==> config.mk <==
export PLATFORM = sky130hd
export DESIGN_NAME = tpu_avalon_ctrl_flat
export DESIGN_NICKNAME = d
export VERILOG_FILES = /design/src/rtl/tpu_avalon_ctrl_if.sv /design/src/rtl/tpu_avalon_ctrl.sv /design/src/flat_wrapper.sv
export SDC_FILE = /design/constraint.sdc
export NUM_CORES = 1
export LEC_CHECK = 0
export ABC_AREA = 1
export BUFFER_PORTS_ARGS = -buffer_cell sky130_fd_sc_hd__buf_2
export CAP_MARGIN = 20
export CORE_MARGIN = 1.5
export CORE_UTILIZATION = 40
export CTS_BUF_LIST = sky130_fd_sc_hd__clkbuf_4
export DETAILED_ROUTE_END_ITERATION = 6
export MAX_ROUTING_LAYER = met4
export PLACE_DENSITY = 0.62
export SETUP_SLACK_MARGIN = 0.05
export SYNTH_ARGS = -nofsm -noshare
export SYNTH_HDL_FRONTEND = slang
export SYNTH_SLANG_ARGS = --single-unit
==> constraint.sdc <==
create_clock -name clk -period 7.07 [get_ports clk]
set_clock_uncertainty 0.2 [all_clocks]
set_input_delay 1.414 -clock clk [delete_from_list [all_inputs] [get_ports clk]]
set_output_delay 1.414 -clock clk [all_outputs]
set_load 0.01 [all_outputs]
==> src/rtl/tpu_avalon_ctrl_if.sv <==
// Avalon-MM slave bus bundle between the host and the tiny-TPU controller.
interface tpu_avalon_ctrl_if #(
    parameter int DATA_WIDTH = 32,
    parameter int ADDR_WIDTH = 10
) ();
    logic [ADDR_WIDTH-1:0]   slave_address;
    logic                    slave_read;
    logic                    slave_write;
    logic [DATA_WIDTH-1:0]   slave_writedata;
    logic [DATA_WIDTH/8-1:0] slave_byteenable;
    logic [DATA_WIDTH-1:0]   slave_readdata;
    logic                    slave_readdatavalid;

    modport slave (
        input  slave_address, slave_read, slave_write, slave_writedata, slave_byteenable,
        output slave_readdata, slave_readdatavalid
    );

    modport master (
        output slave_address, slave_read, slave_write, slave_writedata, slave_byteenable,
        input  slave_readdata, slave_readdatavalid
    );
endinterface

==> src/rtl/tpu_avalon_ctrl.sv <==
// Avalon-MM front end, register file and run sequencer for the tiny-TPU array.
//   state   | meaning
//   S_IDLE  | waiting for start
//   S_FILL  | N cycles, input FIFOs filling
//   S_LOADW | N cycles, weights shifting into the array
//   S_MULT  | ROWS+2N-1 cycles, multiply; last ROWS cycles write results
//   S_DONE  | one cycle, raises done on exit
module tpu_avalon_ctrl #(
    parameter int DATA_WIDTH = 32,
    parameter int ADDR_WIDTH = 10,
    parameter int MEM_AW     = ADDR_WIDTH - 2,
    parameter int ARRAY_DIM  = 16
) (
    input  logic                    clk,
    input  logic                    reset,
    tpu_avalon_ctrl_if.slave        av,
    output logic                    irq,
    output logic                    wr_en_weight,
    output logic                    wr_en_data,
    output logic [MEM_AW-1:0]       mem_wr_addr,
    output logic [DATA_WIDTH-1:0]   mem_wr_data,
    output logic [DATA_WIDTH/8-1:0] mem_byteenable,
    output logic [MEM_AW-1:0]       mem_rd_addr,
    input  logic [DATA_WIDTH-1:0]   rd_data_weight,
    input  logic [DATA_WIDTH-1:0]   rd_data_input,
    input  logic [DATA_WIDTH-1:0]   rd_data_output,
    output logic [MEM_AW-1:0]       base_addr_weight,
    output logic [MEM_AW-1:0]       base_addr_data,
    output logic                    wr_en_fifo,
    output logic                    load_en_weight,
    output logic                    mult_en,
    output logic                    out_wr_en,
    output logic [MEM_AW-1:0]       wr_addr_output
);
    localparam int BW = DATA_WIDTH / 8;
    localparam int KW = MEM_AW + 8;
    localparam logic [KW-1:0] K_N1  = KW'(ARRAY_DIM - 1);
    localparam logic [KW-1:0] K_2N1 = KW'(2 * ARRAY_DIM - 1);

    typedef enum logic [2:0] {S_IDLE, S_FILL, S_LOADW, S_MULT, S_DONE} state_t;

    state_t                r_state;
    logic [KW-1:0]         r_k;
    logic                  r_wr_en_fifo, r_load_en_weight, r_mult_en, r_out_wr_en;
    logic [MEM_AW-1:0]     r_wr_addr_output;
    logic                  r_start, r_irq_en, r_done, r_error;
    logic [MEM_AW-1:0]     r_wbase, r_ibase, r_obase;
    logic [MEM_AW:0]       r_rows;
    logic [MEM_AW-1:0]     r_wbase_s, r_ibase_s, r_obase_s;
    logic [MEM_AW:0]       r_rows_s;
    logic [31:0]           r_cycles;
    logic                  r_rd_valid;
    logic [1:0]            r_rd_region;
    logic [DATA_WIDTH-1:0] r_reg_rdata;

    logic [1:0]            w_region;
    logic [2:0]            w_off;
    logic [DATA_WIDTH-1:0] w_bmask, w_wd, w_reg_rdata;
    logic                  w_busy, w_reg_wr, w_start_req, w_start_ok, w_mem_wr_busy, w_stat_wr;
    logic [KW-1:0]         w_k_nx, w_mult_last;

    function automatic logic [DATA_WIDTH-1:0] f_merge(input logic [DATA_WIDTH-1:0] old_v,
                                                      input logic [DATA_WIDTH-1:0] new_v,
                                                      input logic [DATA_WIDTH-1:0] mask);
        return (old_v & ~mask) | (new_v & mask);
    endfunction

    always_comb begin
        w_bmask = '0;
        for (int i = 0; i < BW; i++) w_bmask[8*i +: 8] = {8{av.slave_byteenable[i]}};
    end

    assign w_region      = av.slave_address[ADDR_WIDTH-1:ADDR_WIDTH-2];
    assign w_off         = av.slave_address[2:0];
    assign w_wd          = av.slave_writedata;
    // a start accepted but not yet acted on already counts as busy
    assign w_busy        = (r_state != S_IDLE) || r_start;
    assign w_reg_wr      = av.slave_write && (w_region == 2'b00);
    assign w_stat_wr     = w_reg_wr && (w_off == 3'd5) && av.slave_byteenable[0];
    assign w_start_req   = w_reg_wr && (w_off == 3'd0) && av.slave_byteenable[0] && w_wd[0];
    assign w_start_ok    = w_start_req && !w_busy && (r_rows != '0);
    assign w_mem_wr_busy = av.slave_write && w_busy && ((w_region == 2'b01) || (w_region == 2'b10));
    assign w_k_nx        = r_k + 1'b1;
    assign w_mult_last   = KW'(r_rows_s) + KW'(2 * ARRAY_DIM - 2);

    always_comb begin
        w_reg_rdata = '0;
        case (w_off)
            3'd0: w_reg_rdata = DATA_WIDTH'({r_irq_en, 2'b00});
            3'd1: w_reg_rdata = DATA_WIDTH'(r_wbase);
            3'd2: w_reg_rdata = DATA_WIDTH'(r_ibase);
            3'd3: w_reg_rdata = DATA_WIDTH'(r_obase);
            3'd4: w_reg_rdata = DATA_WIDTH'(r_rows);
            3'd5: w_reg_rdata = DATA_WIDTH'({r_error, r_done, w_busy});
            3'd6: w_reg_rdata = DATA_WIDTH'(r_cycles);
            default: w_reg_rdata = DATA_WIDTH'(32'h7075_0001);
        endcase
    end

    always_ff @(posedge clk or negedge reset) begin
        if (!reset) begin
            r_start     <= 1'b0;
            r_irq_en    <= 1'b0;
            r_done      <= 1'b0;
            r_error     <= 1'b0;
            r_wbase     <= '0;
            r_ibase     <= '0;
            r_obase     <= '0;
            r_rows      <= '0;
            r_wbase_s   <= '0;
            r_ibase_s   <= '0;
            r_obase_s   <= '0;
            r_rows_s    <= '0;
            r_cycles    <= '0;
            r_rd_valid  <= 1'b0;
            r_rd_region <= '0;
            r_reg_rdata <= '0;
        end else begin
            r_start <= w_start_ok;
            if (w_reg_wr) begin
                case (w_off)
                    3'd0: if (av.slave_byteenable[0]) r_irq_en <= w_wd[2];
                    3'd1: r_wbase <= MEM_AW'(f_merge(DATA_WIDTH'(r_wbase), w_wd, w_bmask));
                    3'd2: r_ibase <= MEM_AW'(f_merge(DATA_WIDTH'(r_ibase), w_wd, w_bmask));
                    3'd3: r_obase <= MEM_AW'(f_merge(DATA_WIDTH'(r_obase), w_wd, w_bmask));
                    3'd4: r_rows  <= (MEM_AW+1)'(f_merge(DATA_WIDTH'(r_rows), w_wd, w_bmask));
                    default: ;
                endcase
            end
            if (w_start_ok) begin
                r_wbase_s <= r_wbase;
                r_ibase_s <= r_ibase;
                r_obase_s <= r_obase;
                r_rows_s  <= r_rows;
            end
            if (w_stat_wr && w_wd[2]) r_error <= 1'b0;
            if ((w_start_req && !w_start_ok) || w_mem_wr_busy) r_error <= 1'b1;
            // DONE setting done outranks a simultaneous write-1-to-clear
            if (w_start_ok)                 r_done <= 1'b0;
            else if (r_state == S_DONE)     r_done <= 1'b1;
            else if (w_stat_wr && w_wd[1])  r_done <= 1'b0;
            if (w_start_ok)
                r_cycles <= '0;
            else if ((r_state != S_IDLE) && (r_cycles != '1))
                r_cycles <= r_cycles + 32'd1;
            r_rd_valid <= av.slave_read;
            if (av.slave_read) begin
                r_rd_region <= w_region;
                r_reg_rdata <= w_reg_rdata;
            end
        end
    end

    always_ff @(posedge clk or negedge reset) begin
        if (!reset) begin
            r_state          <= S_IDLE;
            r_k              <= '0;
            r_wr_en_fifo     <= 1'b0;
            r_load_en_weight <= 1'b0;
            r_mult_en        <= 1'b0;
            r_out_wr_en      <= 1'b0;
            r_wr_addr_output <= '0;
        end else begin
            case (r_state)
                S_IDLE: if (r_start) begin
                    r_state      <= S_FILL;
                    r_k          <= '0;
                    r_wr_en_fifo <= 1'b1;
                end
                S_FILL: if (r_k == K_N1) begin
                    r_state          <= S_LOADW;
                    r_k              <= '0;
                    r_wr_en_fifo     <= 1'b0;
                    r_load_en_weight <= 1'b1;
                end else r_k <= w_k_nx;
                S_LOADW: if (r_k == K_N1) begin
                    r_state          <= S_MULT;
                    r_k              <= '0;
                    r_load_en_weight <= 1'b0;
                    r_mult_en        <= 1'b1;
                end else r_k <= w_k_nx;
                S_MULT: if (r_k == w_mult_last) begin
                    r_state     <= S_DONE;
                    r_k         <= '0;
                    r_mult_en   <= 1'b0;
                    r_out_wr_en <= 1'b0;
                end else begin
                    r_k              <= w_k_nx;
                    r_out_wr_en      <= (w_k_nx >= K_2N1) && (w_k_nx <= w_mult_last);
                    r_wr_addr_output <= r_obase_s + MEM_AW'(w_k_nx - K_2N1);
                end
                S_DONE:  r_state <= S_IDLE;
                default: r_state <= S_IDLE;
            endcase
        end
    end

    always_comb begin
        case (r_rd_region)
            2'b00:   av.slave_readdata = r_reg_rdata;
            2'b01:   av.slave_readdata = rd_data_weight;
            2'b10:   av.slave_readdata = rd_data_input;
            default: av.slave_readdata = rd_data_output;
        endcase
    end

    assign av.slave_readdatavalid = r_rd_valid;
    assign irq              = r_done & r_irq_en;
    assign wr_en_weight     = av.slave_write && (w_region == 2'b01) && !w_busy;
    assign wr_en_data       = av.slave_write && (w_region == 2'b10) && !w_busy;
    assign mem_wr_addr      = av.slave_address[MEM_AW-1:0];
    assign mem_rd_addr      = av.slave_address[MEM_AW-1:0];
    assign mem_wr_data      = av.slave_writedata;
    assign mem_byteenable   = av.slave_byteenable;
    assign base_addr_weight = r_wbase_s;
    assign base_addr_data   = r_ibase_s;
    assign wr_en_fifo       = r_wr_en_fifo;
    assign load_en_weight   = r_load_en_weight;
    assign mult_en          = r_mult_en;
    assign out_wr_en        = r_out_wr_en;
    assign wr_addr_output   = r_wr_addr_output;
endmodule

==> src/flat_wrapper.sv <==
// flat-port wrapper written by rule: the top's interface ports become plain ports
module tpu_avalon_ctrl_flat 
#(
    parameter int DATA_WIDTH = 32,
    parameter int ADDR_WIDTH = 10,
    parameter int MEM_AW     = ADDR_WIDTH - 2,
    parameter int ARRAY_DIM  = 16
)
  (clk, reset, irq, wr_en_weight, wr_en_data, mem_wr_addr, mem_wr_data, mem_byteenable, mem_rd_addr, rd_data_weight, rd_data_input, rd_data_output, base_addr_weight, base_addr_data, wr_en_fifo, load_en_weight, mult_en, out_wr_en, wr_addr_output, av_slave_address, av_slave_read, av_slave_write, av_slave_writedata, av_slave_byteenable, av_slave_readdata, av_slave_readdatavalid);
  tpu_avalon_ctrl_if #(.DATA_WIDTH(DATA_WIDTH), .ADDR_WIDTH(ADDR_WIDTH)) av_i ();
  input  logic clk;
  input  logic reset;
  output logic irq;
  output logic wr_en_weight;
  output logic wr_en_data;
  output logic [MEM_AW-1:0] mem_wr_addr;
  output logic [DATA_WIDTH-1:0] mem_wr_data;
  output logic [DATA_WIDTH/8-1:0] mem_byteenable;
  output logic [MEM_AW-1:0] mem_rd_addr;
  input  logic [DATA_WIDTH-1:0] rd_data_weight;
  input  logic [DATA_WIDTH-1:0] rd_data_input;
  input  logic [DATA_WIDTH-1:0] rd_data_output;
  output logic [MEM_AW-1:0] base_addr_weight;
  output logic [MEM_AW-1:0] base_addr_data;
  output logic wr_en_fifo;
  output logic load_en_weight;
  output logic mult_en;
  output logic out_wr_en;
  output logic [MEM_AW-1:0] wr_addr_output;
  input wire logic [$bits(av_i.slave_address)-1:0] av_slave_address;
  input wire logic [$bits(av_i.slave_read)-1:0] av_slave_read;
  input wire logic [$bits(av_i.slave_write)-1:0] av_slave_write;
  input wire logic [$bits(av_i.slave_writedata)-1:0] av_slave_writedata;
  input wire logic [$bits(av_i.slave_byteenable)-1:0] av_slave_byteenable;
  output wire logic [$bits(av_i.slave_readdata)-1:0] av_slave_readdata;
  output wire logic [$bits(av_i.slave_readdatavalid)-1:0] av_slave_readdatavalid;
  assign av_i.slave_address = av_slave_address;
  assign av_i.slave_read = av_slave_read;
  assign av_i.slave_write = av_slave_write;
  assign av_i.slave_writedata = av_slave_writedata;
  assign av_i.slave_byteenable = av_slave_byteenable;
  assign av_slave_readdata = av_i.slave_readdata;
  assign av_slave_readdatavalid = av_i.slave_readdatavalid;
  tpu_avalon_ctrl #(.DATA_WIDTH(DATA_WIDTH), .ADDR_WIDTH(ADDR_WIDTH), .MEM_AW(MEM_AW), .ARRAY_DIM(ARRAY_DIM)) u_core (.clk(clk), .reset(reset), .av(av_i), .irq(irq), .wr_en_weight(wr_en_weight), .wr_en_data(wr_en_data), .mem_wr_addr(mem_wr_addr), .mem_wr_data(mem_wr_data), .mem_byteenable(mem_byteenable), .mem_rd_addr(mem_rd_addr), .rd_data_weight(rd_data_weight), .rd_data_input(rd_data_input), .rd_data_output(rd_data_output), .base_addr_weight(base_addr_weight), .base_addr_data(base_addr_data), .wr_en_fifo(wr_en_fifo), .load_en_weight(load_en_weight), .mult_en(mult_en), .out_wr_en(out_wr_en), .wr_addr_output(wr_addr_output));
endmodule
==> results of run 1 <==
## cells in the final DEF (no fill, tap or decap), types with 24 or more instances in the layout
cell type,instances
sky130_fd_sc_hd__nand3_1,73
sky130_fd_sc_hd__o21ai_0,80
sky130_fd_sc_hd__nand2_1,461
sky130_fd_sc_hd__buf_2,195
sky130_fd_sc_hd__nor3_1,31
sky130_fd_sc_hd__dfrtp_1,168
sky130_fd_sc_hd__nor2_1,80
sky130_fd_sc_hd__ha_1,30
sky130_fd_sc_hd__xor2_1,27
sky130_fd_sc_hd__nand3_2,24
sky130_fd_sc_hd__inv_1,147
sky130_fd_sc_hd__nand4_1,49
## area by class of cell
class / count / area, um^2
antenna: 1 / 2.50
clock buffer: 17 / 128
clock inverter: 15 / 181
fill: 2693 / 14300
inverter: 160 / 608
multi-input combinational: 995 / 5160
sequential: 168 / 4200
tap: 335 / 419
timing repair buffer: 206 / 1100
## worst min path at each step
stage               slack (ps)  depth (start not counted)                              start                                 to
detailed placement         260                          2  u_core.load_en_weight$_DFFE_PN0P_  u_core.load_en_weight$_DFFE_PN0P_
floorplan                  250                          2  u_core.r_reg_rdata[2]$_DFFE_PN0P_  u_core.r_reg_rdata[2]$_DFFE_PN0P_
CTS                        300                          2  u_core.load_en_weight$_DFFE_PN0P_  u_core.load_en_weight$_DFFE_PN0P_
finish                     300                          2  u_core.load_en_weight$_DFFE_PN0P_  u_core.load_en_weight$_DFFE_PN0P_
global placement           250                          2         u_core.mult_en$_DFFE_PN0P_         u_core.mult_en$_DFFE_PN0P_
global route               310                          2  u_core.load_en_weight$_DFFE_PN0P_  u_core.load_en_weight$_DFFE_PN0P_
## worst max-delay path: stages (launching register included)
cell	delay [ps]
sky130_fd_sc_hd__dfrtp_1	430
sky130_fd_sc_hd__nand2_1	70
sky130_fd_sc_hd__inv_1	740
sky130_fd_sc_hd__nand2_1	110
sky130_fd_sc_hd__nand4_1	200
sky130_fd_sc_hd__buf_2	160
## kinds of logic (layout without fill, tap and decap cells)
kind of cell	count (synthesis)	in the layout	share of synthesized area (%)
other	0	1	0
and+or+nand+nor	758	758	32.2
adders and majority gates	31	31	3.73
xor gates and xnor gates	35	35	3.02
AOI/OAI and AO/OA	171	171	9.56
buffers and inverters	256	398	11.8
DFF	168	168	39.6
## power groups by stage
| stage | Combinational, W | Clock, W | Sequential [W] |
|---|---|---|---|
| floorplan | 0.000774 | 0 | 0.00118 |
| CTS | 0.00103 | 0.000631 | 0.00117 |
| detailed placement | 0.00102 | 0 | 0.00119 |
| global route | 0.00116 | 0.000666 | 0.00119 |
| finish | 0.00102 | 0.000615 | 0.00117 |
| global placement | 0.00100 | 0 | 0.00119 |
## routing by layer
layer / global-route usage, % / share of wire (%) / vias to the layer above
li1: - / - / 4814
met1: 33.9 / 49 / 4606
met2: 33.2 / 44 / 329
met3: 3.46 / 6.1 / 29
met4: 5.44 / 1.0 / 0
met5: - / 0 / -
## metrics by stage
| stage | hold WS (ps) | total power (W) |
|---|---|---|
| floorplan | 249 | 0.00195 |
| global placement | 251 | 0.00219 |
| detailed placement | 264 | 0.00221 |
| CTS | 304 | 0.00283 |
| global route | 310 | 0.00302 |
| finish | 298 | 0.00281 |
==> metrics list, run 1 <==
* Number of synthesized register bits: 168
* Fraction of the cycle the final worst path needs: 55.6%
- Leakage power: 5.91 nW
- Post-CTS Setup Repair Bufs: 0
- After routing the design area is 11800 um^2.
* Final TNS setup: 0 ps
- 262 I/O pins were placed.
* Cell-internal power: 0.00163 W
- Data on the critical path is required at its endpoint by 5460 ps.
* Sequential-to-total area share from yosys stat: 39.6%
- TritonCTS Sinks: 168
- The finished layout holds 1897 standard cells, fillers aside.
* Number of vias per cell after detailed routing: 5.15
- Clock edge transition at the registers on the reported setup and hold paths: 160 ps
- Number of pins exceeding their max-slew limit in the final report: 0
- Of the total power, the clock network draws 21.9%.
- Wire length of the first global-routing pass: 49200 um
- Sorting the synthesized cells by how often they occur yields 461 x sky130_fd_sc_hd__nand2_1, 168 x sky130_fd_sc_hd__dfrtp_1, 147 x sky130_fd_sc_hd__inv_1, 83 x sky130_fd_sc_hd__nor2_1, 80 x sky130_fd_sc_hd__o21ai_0.
- Async set-or-reset flop fraction in the synthesized netlist: 100%
- The routed design could run at a clock period as short as 3930 ps.
- Measured on the finished design, the core utilization comes to 45.3%.
- The worst setup path is captured at an output port.
* Final Wtd Congestion: 0.954
* Number of enable flip-flop cells after synthesis: 0
- Setup violations remaining at the end of the flow were counted as 0.
- VDD sags by at most 192 uV.
- The region available for standard cell placement spans 26100 um^2.
- Area growth from synthesis to final layout: 11.2%
- The most used flip-flop cell after synthesis is sky130_fd_sc_hd__dfrtp_1.
- Wires add up to 30300 um.
- Once the floorplan was initialized, standard cells occupied 40.7% of the core.
- Max Buffers Root-to-Sink: 2
- Type of origin of the critical path: flop
- The final count of hold timing violations is 0.
- For this run, the detailed router's first-pass iteration total came to 5.
- In this run the core area contains 59 standard-cell rows.
- Area after detailed placement: 11500 um^2
* Outcome: finished clean
- Summed over all nets, the switching power comes to 0.00119 W.
* Number of instances in the synthesized netlist: 1419
- In the routed design, unresolved DRC markers number 0.
- Sequential power share: 41.7%
- Combinational logic burns 36.4% of the power.
- Syn nets: 1596
* Number of antenna violations at the first check in global routing: 2
- Number of cells on the worst reg-to-reg path: 10
* Cell at the root of the clock tree: sky130_fd_sc_hd__clkbuf_4
- Total half-perimeter wirelength after legalization and detailed placement: 23300 um
- Worst Tran Pin Value: 1030 ps
- Post-cts repair resize count: 0
- After the first detailed-routing iteration, the DRC count stood at 804.
- Of the post-synthesis cell area, the dominant cell type holds 39.6%.
- CTS built an H-tree with a depth of 4.
- Source of the worst register-to-register timing path: u_core.r_state[2]$_DFFE_PN0P_
- Arrival time at the worst endpoint: 2320 ps
* Category of the most critical setup path: flop to output port
- Worst max-slew margin expressed relative to the limit: 31.3%
- Number of antenna-violating nets in the routed design: 0
- Height of the die: 166 um
- Summed over all layers, the global routing overflow is 0.
* Mean post-synth cell area: 7.48 um^2
- Placed Instances: 1863
- Of the total power, the share spent switching nets is 42.2%.
* Pwr per Cell Area: 238 nW/um^2
- In this run the critical register-to-register path is captured at u_core.r_cycles[25]$_DFFE_PN0P_.
* Cell accounting for the most synthesized area: sky130_fd_sc_hd__dfrtp_1
* Area of the mapped netlist: 10600 um^2
- Final nets: 1725
- The number of hold buffers added after CTS was 0.
* Number of buffers created by CTS: 17
- Across every metal layer, demand over resource in global routing totals 23.1%.
- Setup repair after global routing left no endpoint under its margin.
- Timing analysis after detailed placement gives a worst setup slack of 2580 ps.
- Yosys attributes the largest share of cell area to sky130_fd_sc_hd__dfrtp_1 40%, sky130_fd_sc_hd__nand2_1 16%, sky130_fd_sc_hd__inv_1 5.2%.
* Clock latency at the later pin of the worst-skew pair: 600 ps
- Routed length per instance: 16.0 um
* Total of max-cap violations: 0
- The routed layout has 9778 vias.
- Via count of the first global-routing pass: 9077
* Share of final-layout standard cells stronger than drive strength 1: 20.9%
- Measured along the x axis, the die boundary spans 166 um.
- TritonCTS built the clock tree.
- Biggest fanout along the worst timing path: 32
- Among all cell types in the netlist, the one instantiated most often is sky130_fd_sc_hd__nand2_1.
- Largest net degree at the start of global routing: 71
- Achievable frequency: 254 MHz
* Total Die Area: 27500 um^2
- Input/output buffers: 196
- In this run the worst setup path terminates at av_slave_readdata[12].
- During synthesis, Yosys emitted a total of 0 warnings.
* Worst setup slack after layout: 3140 ps
* Origin of the worst setup path: u_core.r_rd_region[0]$_DFFE_PN0P_
* Yosys cell types: 41
* Reg-to-reg setup timing slack: 3900 ps
* Hold WC Path Type: flop to flop
No activity file was read; power rests on OpenSTA's default activity.
==> run 2, diff against run 1 <==
--- a/config.mk
+++ b/config.mk
@@ -13,7 +13,7 @@
 export CTS_BUF_LIST = sky130_fd_sc_hd__clkbuf_4
 export DETAILED_ROUTE_END_ITERATION = 6
 export MAX_ROUTING_LAYER = met4
-export PLACE_DENSITY = 0.62
+export PLACE_DENSITY = 0.64
 export SETUP_SLACK_MARGIN = 0.05
 export SYNTH_ARGS = -nofsm -noshare
 export SYNTH_HDL_FRONTEND = slang
==> constraint.sdc (replaced) <==
create_clock -name clk -period 3.32 [get_ports clk]
set_clock_uncertainty 0.2 [all_clocks]
set_input_delay 0.664 -clock clk [delete_from_list [all_inputs] [get_ports clk]]
set_output_delay 0.664 -clock clk [all_outputs]
set_load 0.01 [all_outputs]
==> run 2 against run 1 <==
  * Non-clock buffer count increased by 8
  * Utilization about the same
  * First-iteration DRC count shrank 0.87%
  * Sequential power is 110% higher
  * Critical path depth is 3 higher
  * Clock power increased by 82%
  * Combinational power is 120% higher
  * Critical path type unchanged
  * Largest cell class unchanged
==> metrics list, run 2 (same netlist as run 1, synthesis figures left out) <==
- Leakage power: 5.92 nW
* Combined global-route utilization of all metal layers: 22.9%
- In this design, the critical path's most frequently occurring cell is sky130_fd_sc_hd__nor2_1.
- The floorplan has 59 rows.
* Via count of the first global-routing pass: 9320
- RSZ-0062 raised after global routing: no
- The initial antenna violation count was 1.
- Routed length per instance: 15.9 um
- Buffers inserted to repair hold after CTS numbered 1.
- Following the worst setup path forward leads to its endpoint at wr_en_data.
* Achievable frequency: 349 MHz
* Drc violations: 0
- TritonCTS Sinks: 168
- The critical path in this run is classified as flop to output port.
* Input/output buffers: 196
- The tool flagged a number of max-cap violations equal to 0.
- After layout, the design draws a total of 0.00586 W.
- Origin of the worst setup path: u_core.r_state[2]$_DFFE_PN0P_
* Clock latency at the later pin of the worst-skew pair: 560 ps
* Area growth from synthesis to final layout: 11.1%
- Sort of element at the end of the critical path: output port
- STA puts the critical path data arrival time at 2010 ps.
* Core Box Area: 26100 um^2
- In this run, the number of DRC markers left after iteration 0 of detailed routing was 797.
- For this run the aggregate overflow at the end of global routing stands at 0.
- Post-cts repair resize count: 0
- The first global-routing pass estimated 49600 um of wire.
- No sink is reached through more buffers than the 2 on the longest clock path.
- The die covers 27500 um^2.
- Clock-pin slew was measured on the worst setup and hold paths at 140 ps.
- TritonCTS built the clock tree.
* Cell type group with the largest total delay on the critical path: simple AND/OR/NAND/NOR gates
- For this configuration, the core starts out at a cell density of 40.7%.
- The critical path contains buffers and inverters numbering 4 combined.
* Cell with the largest stage delay on the worst path: sky130_fd_sc_hd__dfrtp_1
* Depth of the critical timing path with buffers and inverters included: 8
- Data required time at the worst endpoint: 2460 ps
- The worst setup path is launched from a flop.
- Tmin final: 2870 ps
- Counting the buffers created by CTS gives 17.
* Number of pins exceeding their max-slew limit in the final report: 0
- Reg-to-reg setup timing slack: 460 ps
- At the pin with the least slew margin, the transition time is 979 ps.
- The library cell used most frequently in the layout, excluding fill and tap cells, is sky130_fd_sc_hd__nand2_1.
- Fraction of the cycle the final worst path needs: 86.4%
- CTS placed an instance of sky130_fd_sc_hd__clkbuf_4 at the clock tree root.
- The startpoint identified for the worst register-to-register timing path is u_core.r_k[0]$_DFFE_PN0P_.
* H-tree lvl count: 4
- Top library cells by usage in the layout, fill and taps aside: 461 x sky130_fd_sc_hd__nand2_1, 195 x sky130_fd_sc_hd__buf_2, 168 x sky130_fd_sc_hd__dfrtp_1, 147 x sky130_fd_sc_hd__inv_1
- Walking the worst path, the cells encountered are nor2_1 -> inv_1 -> nor2_1 -> inv_2 -> nor2_4 -> inv_1 -> nor2_1 -> buf_2.
* Number of cells on the worst reg-to-reg path: 13
- IO Count: 262
- The final count of hold timing violations was 0.
- In this run the power density over the cells is 497 nW/um^2.
- After detailed routing, the total wire length is 30300 um.
- Total half-perimeter wirelength after legalization and detailed placement: 23400 um
- The path class of the tightest hold or removal check is primary input to flop.
- Entering global routing, the biggest net connects 57 pins.
- Die width: 166 um
- In this run the critical register-to-register path is captured at u_core.wr_addr_output[7]$_DFFE_PN0P_.
* Final TNS setup: 0 ps
- Biggest fanout along the worst timing path: 6
* Final Wtd Congestion: 0.925
* Vias: 9838
- Number of iterations in the first detailed-routing pass: 7
- The flow ran to the end, and the final reports show no timing, DRC or antenna violations.
- Dividing the detail-routed via count by the number of cells gives 5.17.
- The floorplan step set the die height to 166 um.
- Setup violations remaining at the end of the flow were counted as 0.
- For this run, the post-layout net count is 1733.
* Post-CTS Setup Repair Bufs: 0
- Share of final-layout standard cells stronger than drive strength 1: 21.1%
* Number of antenna-violating nets in the routed design: 0
* Worst max-slew margin expressed relative to the limit: 34.7%
- Largest stage delay, worst path: 450 ps
* Peak VDD IR: 359 uV
[run 2: changes by cell type in the layout (fill, tap and decap cells not counted), moves of 2 or more]
cell                       change
sky130_fd_sc_hd__clkbuf_4      +2
sky130_fd_sc_hd__clkinv_4      +2
sky130_fd_sc_hd__buf_4         +8
sky130_fd_sc_hd__inv_8         -3
sky130_fd_sc_hd__buf_12        +2
sky130_fd_sc_hd__buf_8         -2
sky130_fd_sc_hd__inv_6         -3
[run 2: routing by layer]
metal	vias up	GRT usage, %	part of all wire, %
met5	-	-	0
met4	0	4.62	1.3
met3	36	3.15	4.8
met2	292	33.6	44
met1	4680	33.5	50
li1	4830	-	-
[run 2: area by class of cell]
cell class,count,area [um^2]
flip-flops and latches,168,4200
repair buffers,214,1150
clock inverters,11,101
well taps,335,419
diodes,1,2.50
fillers,2687,14300
multi-input cells,995,5160
clock buffers,19,143
inverters,160,608
[run 2: through the flow]
stage	util, %	hold slack [ps]	instances	worst slack, ps	area (um^2)
floorplan	-	168	1419	636	10600
global placement	44.3	250	1871	495	11500
detailed placement	44.3	255	1871	391	11500
CTS	45.2	71.9	1902	415	11800
global route	45.2	53.1	1903	179	11800
finish	45.2	109	1903	451	11800
[run 2: worst min path at each step]
| stage | from | endpoint | depth (start not counted) |
|---|---|---|---|
| after detailed placement | u_core.mult_en$_DFFE_PN0P_ | u_core.mult_en$_DFFE_PN0P_ | 2 |
| after global routing | av_slave_read | u_core.av.slave_readdatavalid$_DFF_PN0_ | 1 |
| final | av_slave_read | u_core.av.slave_readdatavalid$_DFF_PN0_ | 1 |
| after floorplan | reset | async pin | 0 |
| after global placement | u_core.mult_en$_DFFE_PN0P_ | u_core.mult_en$_DFFE_PN0P_ | 2 |
| after CTS | av_slave_read | u_core.av.slave_readdatavalid$_DFF_PN0_ | 1 |
[run 2: report_power, final]
| part | switching (W) | leakage [nW] | internal (W) |
|---|---|---|---|
| Sequential | 0.000205 | 2.23 | 0.00229 |
| Clock | 0.000735 | 0.129 | 0.000382 |
| Combinational | 0.00151 | 3.56 | 0.000747 |
==> run 3, diff against run 2 <==
--- a/config.mk
+++ b/config.mk
@@ -5,15 +5,17 @@
 export SDC_FILE = /design/constraint.sdc
 export NUM_CORES = 1
 export LEC_CHECK = 0
-export ABC_AREA = 1
+export ABC_AREA = 0
 export BUFFER_PORTS_ARGS = -buffer_cell sky130_fd_sc_hd__buf_2
 export CAP_MARGIN = 20
+export CELL_PAD_IN_SITES_DETAIL_PLACEMENT = 1
+export CELL_PAD_IN_SITES_GLOBAL_PLACEMENT = 1
 export CORE_MARGIN = 1.5
 export CORE_UTILIZATION = 40
 export CTS_BUF_LIST = sky130_fd_sc_hd__clkbuf_4
 export DETAILED_ROUTE_END_ITERATION = 6
 export MAX_ROUTING_LAYER = met4
-export PLACE_DENSITY = 0.64
+export PLACE_DENSITY = 0.78
 export SETUP_SLACK_MARGIN = 0.05
 export SYNTH_ARGS = -nofsm -noshare
 export SYNTH_HDL_FRONTEND = slang
==> constraint.sdc (replaced) <==
create_clock -name clk -period 2.8 [get_ports clk]
set_clock_uncertainty 0.2 [all_clocks]
set_input_delay 0.56 -clock clk [delete_from_list [all_inputs] [get_ports clk]]
set_output_delay 0.56 -clock clk [all_outputs]
set_load 0.01 [all_outputs]
==> run 3 against run 2 <==
  * The run now ends with setup timing left
  * Synthesized area decreased by 5.5%
  * Worst hold slack worse by 23 ps
  * Cell count decreased by 20%
  * Sequential share of layout area shrank 2.2 points
  * Utilization rose by 6.3 points
  * Sequential power up 29%
  * Total power is 26% higher
  * Global-route usage increased by 2.2 points
==> metrics list, run 3 <==
- The final reports fail on setup timing.
- The routed design could run at a clock period as short as 2930 ps.
* Area growth from synthesis to final layout: 25.8%
- Yosys top cell area share: 41.9%
- Worst setup slack after layout: -129 ps
- Die width: 161 um
- The detail route stage leaves a number of antenna-violating nets equal to 0.
- Startpoint of the lowest-slack hold path: av_slave_writedata[6]
- The floorplan has 57 rows.
- The synthesized design contains 0 enable-type register cells.
- For this run, the share of the core covered by cells in the final layout is 51.6%.
- In this design, the stage delay of the slowest critical-path cell is 540 ps.
- STA classifies the critical path startpoint as a flop.
* TritonCTS Sinks: 168
* Via count of the first global-routing pass: 8943
- Once layout is done, the placed cells without fillers occupy 12600 um^2.
- Final setup violation count: 20
- Number of endpoints with negative hold slack in the final report: 0
* Mean post-synth cell area: 10.2 um^2
- Entering global routing, the biggest net connects 50 pins.
- Wire length of the first global-routing pass: 49600 um
* Total Die Area: 26000 um^2
- Counting buffers and inverters, the worst setup path is 9 cells deep.
- The flow ran to the end, but the final reports show violations.
- Number of buffers created by CTS: 17
* Number of instances in the synthesized netlist: 980
* Final nets: 1363
- IO Count: 262
- The longest clock path from root to sink contains 2 buffers.
* Fill cell count: 2753
- The worst setup path is captured at a flop.
- Peak VDD IR: 294 uV
- Worst Tran Pin Value: 713 ps
* Cell with the largest stage delay on the worst path: sky130_fd_sc_hd__or4_4
* Number of pins exceeding their max-slew limit in the final report: 0
- Largest cells by area after synthesis: sky130_fd_sc_hd__dfrtp_1 42%, sky130_fd_sc_hd__mux2_2 8.3%, sky130_fd_sc_hd__mux4_2 7.4%
* Part of the total power dissipated in the clock network: 23.6%
- Across the run, the number of max-cap violations was 0.
* H-tree lvl count: 4
- Cell at the root of the clock tree: sky130_fd_sc_hd__clkbuf_4
- The critical path ends at u_core.r_k[5]$_DFFE_PN0P_.
* Number of antenna violations at the first check in global routing: 2
* Async set-or-reset flop fraction in the synthesized netlist: 100%
* Number of cells on the worst reg-to-reg path: 9
- Yosys synthesis warning count: 0
- Reg-to-reg setup timing slack: -130 ps
* Biggest fanout along the worst timing path: 4
* Most frequent cell after synthesis: sky130_fd_sc_hd__dfrtp_1
- Share of total power in combinational logic: 33.1%
- Sequential-to-total area share from yosys stat: 41.9%
- The number of nets in the synthesized netlist is 1157.
* Total net switching power: 0.00265 W
- Most instantiated cells after synthesis: 168 x sky130_fd_sc_hd__dfrtp_1, 79 x sky130_fd_sc_hd__nand2_1, 74 x sky130_fd_sc_hd__mux2_2, 69 x sky130_fd_sc_hd__nor2_1, 62 x sky130_fd_sc_hd__o21ai_0
- Height of the die: 161 um
* Number of design-rule violations left by the first detailed-router iteration: 455
- The synthesized design spends more area on one cell type than any other, namely sky130_fd_sc_hd__dfrtp_1.
- By startpoint and endpoint, the worst setup path is classified as flop to flop.
* Fraction of the cycle the final worst path needs: 105%
* Cell type group with the largest total delay on the critical path: compound AO/OA/AOI/OAI gates
- Measured against its own limit, the worst slew margin works out to 52.3%.
* Achievable frequency: 341 MHz
- The most critical setup path has its startpoint at u_core.r_rows_s[2]$_DFFE_PN0P_.
- The total overflow left after global routing is 0.
* Core Box Area: 24500 um^2
- The startpoint identified for the worst register-to-register timing path is u_core.r_rows_s[2]$_DFFE_PN0P_.
* Arrival time at the worst endpoint: 3190 ps
* Most frequently used flop master after synthesis: sky130_fd_sc_hd__dfrtp_1
* Sequential power share: 43.3%
- Net switching is 35.8% of the power.
* Final TNS setup: -1060 ps
* Clock tree from TritonCTS: done
* Number of iterations in the first detailed-routing pass: 5
* Leakage power: 5.84 nW
* Yosys cell types: 69
- Area after detailed placement: 11500 um^2
- RSZ-0062 raised after global routing: yes
* Drc violations: 0
- Most frequent standard cell in the layout excluding fill and tap cells: sky130_fd_sc_hd__buf_2
- Final Wtd Congestion: 0.886
- At the worst endpoint, the required time is 3060 ps.
- In the layout the commonest cells are 173 x sky130_fd_sc_hd__buf_2, 160 x sky130_fd_sc_hd__dfrtp_1, 87 x sky130_fd_sc_hd__buf_4, 79 x sky130_fd_sc_hd__nand2_1, 73 x sky130_fd_sc_hd__mux2_2.
- In the final layout, the share of cells above drive strength 1 is 42.6%.
- Pwr per Cell Area: 586 nW/um^2
- The count of buffers added on input and output ports is 196.
- Together, buffers and inverters on the worst path number 1.
- Clock latency on the worst-skew pair, taken at its later pin, is 580 ps.
* Final routed wirelength across all metal layers: 31900 um
* Worst-path cell chain: inv_2 -> ha_4 -> nor3b_4 -> nor2_2 -> a31o_1 -> a2111o_1 -> or4_4 -> a32oi_4 -> o21ai_1
* Starting density of the core: 41.0%
* Area of the mapped netlist: 10000 um^2
* Combined global-route utilization of all metal layers: 25.0%
- Number of vias per cell after detailed routing: 5.58
- Cell-internal power: 0.00475 W
- Vias: 8516
- Routed length per instance: 20.9 um
- Total half-perimeter wirelength after legalization and detailed placement: 22700 um
* Clock edge transition at the registers on the reported setup and hold paths: 170 ps
* Hold WC Path Type: primary input to flop
- Critical R2R Capture: u_core.r_k[5]$_DFFE_PN0P_
- Number of synthesized register bits: 168
==> run 3: logic make-up (layout without fill, tap and decap cells) <==
group | count (synthesis) | after routing | synth area share (%)
fa+ha+maj | 31 | 31 | 3.94
xor+xnor | 53 | 53 | 4.85
flops | 168 | 168 | 41.9
other cells | 0 | 2 | 0
compound gates | 176 | 176 | 11.0
buf+inv | 172 | 391 | 8.57
mux | 118 | 118 | 16.8
simple gates | 262 | 262 | 12.9
==> run 3: repair_timing <==
item | CTS | global route
setup buffers | 10 | 11
resized for setup | 49 | 48
cloned | 1 | 4
endpoints found under the setup margin | 48 | 57
hold buffers | 1 | 0
endpoints found under the hold margin | 44 | 0
pin swaps | 25 | 22
==> run 3: power groups by stage <==
stage	Sequential [W]	Clock, W	Combinational [W]
finish	0.00321	0.00174	0.00245
global route	0.00326	0.00188	0.00271
CTS	0.00319	0.00179	0.00227
detailed placement	0.00323	0	0.00207
global placement	0.00321	0	0.00196
floorplan	0.00307	0	0.00141
==> run 3: cell type report <==
type                       instances  area (um^2)  share of cell area [%]
sequential                       168         4220                    33.4
timing repair buffer             302         2120                    16.8
clock buffer                      17          128                    1.01
inverter                          57          216                    1.72
tap                              324          405                    3.21
clock inverter                    15          228                    1.81
antenna                            2         5.00                  0.0397
multi-input combinational        640         5290                    42.0
==> run 3: worst min path at each step <==
stage | endpoint | slack [ps] | depth (start not counted)
global route | flop | 40 | 2
detailed placement | u_core.r_error$_DFFE_PN0P_ | 280 | 2
CTS | flop | 50 | 2
finish | flop | 90 | 2
global placement | u_core.r_error$_DFFE_PN0P_ | 270 | 2
floorplan | async pin | 60 | 0
==> run 3: routing by layer <==
metal	track usage [%]	vias to the layer above	part of all wire [%]
li1	-	3838	-
met1	32.3	4356	42
met2	41.4	251	52
met3	3.54	71	4.0
met4	6.52	0	2.1
met5	-	-	0
==> run 3: stage by stage <==
step / worst slack, ps / hold slack [ps] / instances / power [W]
3_5_place_dp: -149 / 279 / 1465 / 0.00530
5_1_grt: -205 / 42.0 / 1525 / 0.00785
4_1_cts: -13.5 / 49.6 / 1509 / 0.00724
3_3_place_gp: -32.2 / 274 / 1465 / 0.00517
6_report: -129 / 85.2 / 1525 / 0.00740
2_1_floorplan: 35.7 / 64.4 / 980 / 0.00448
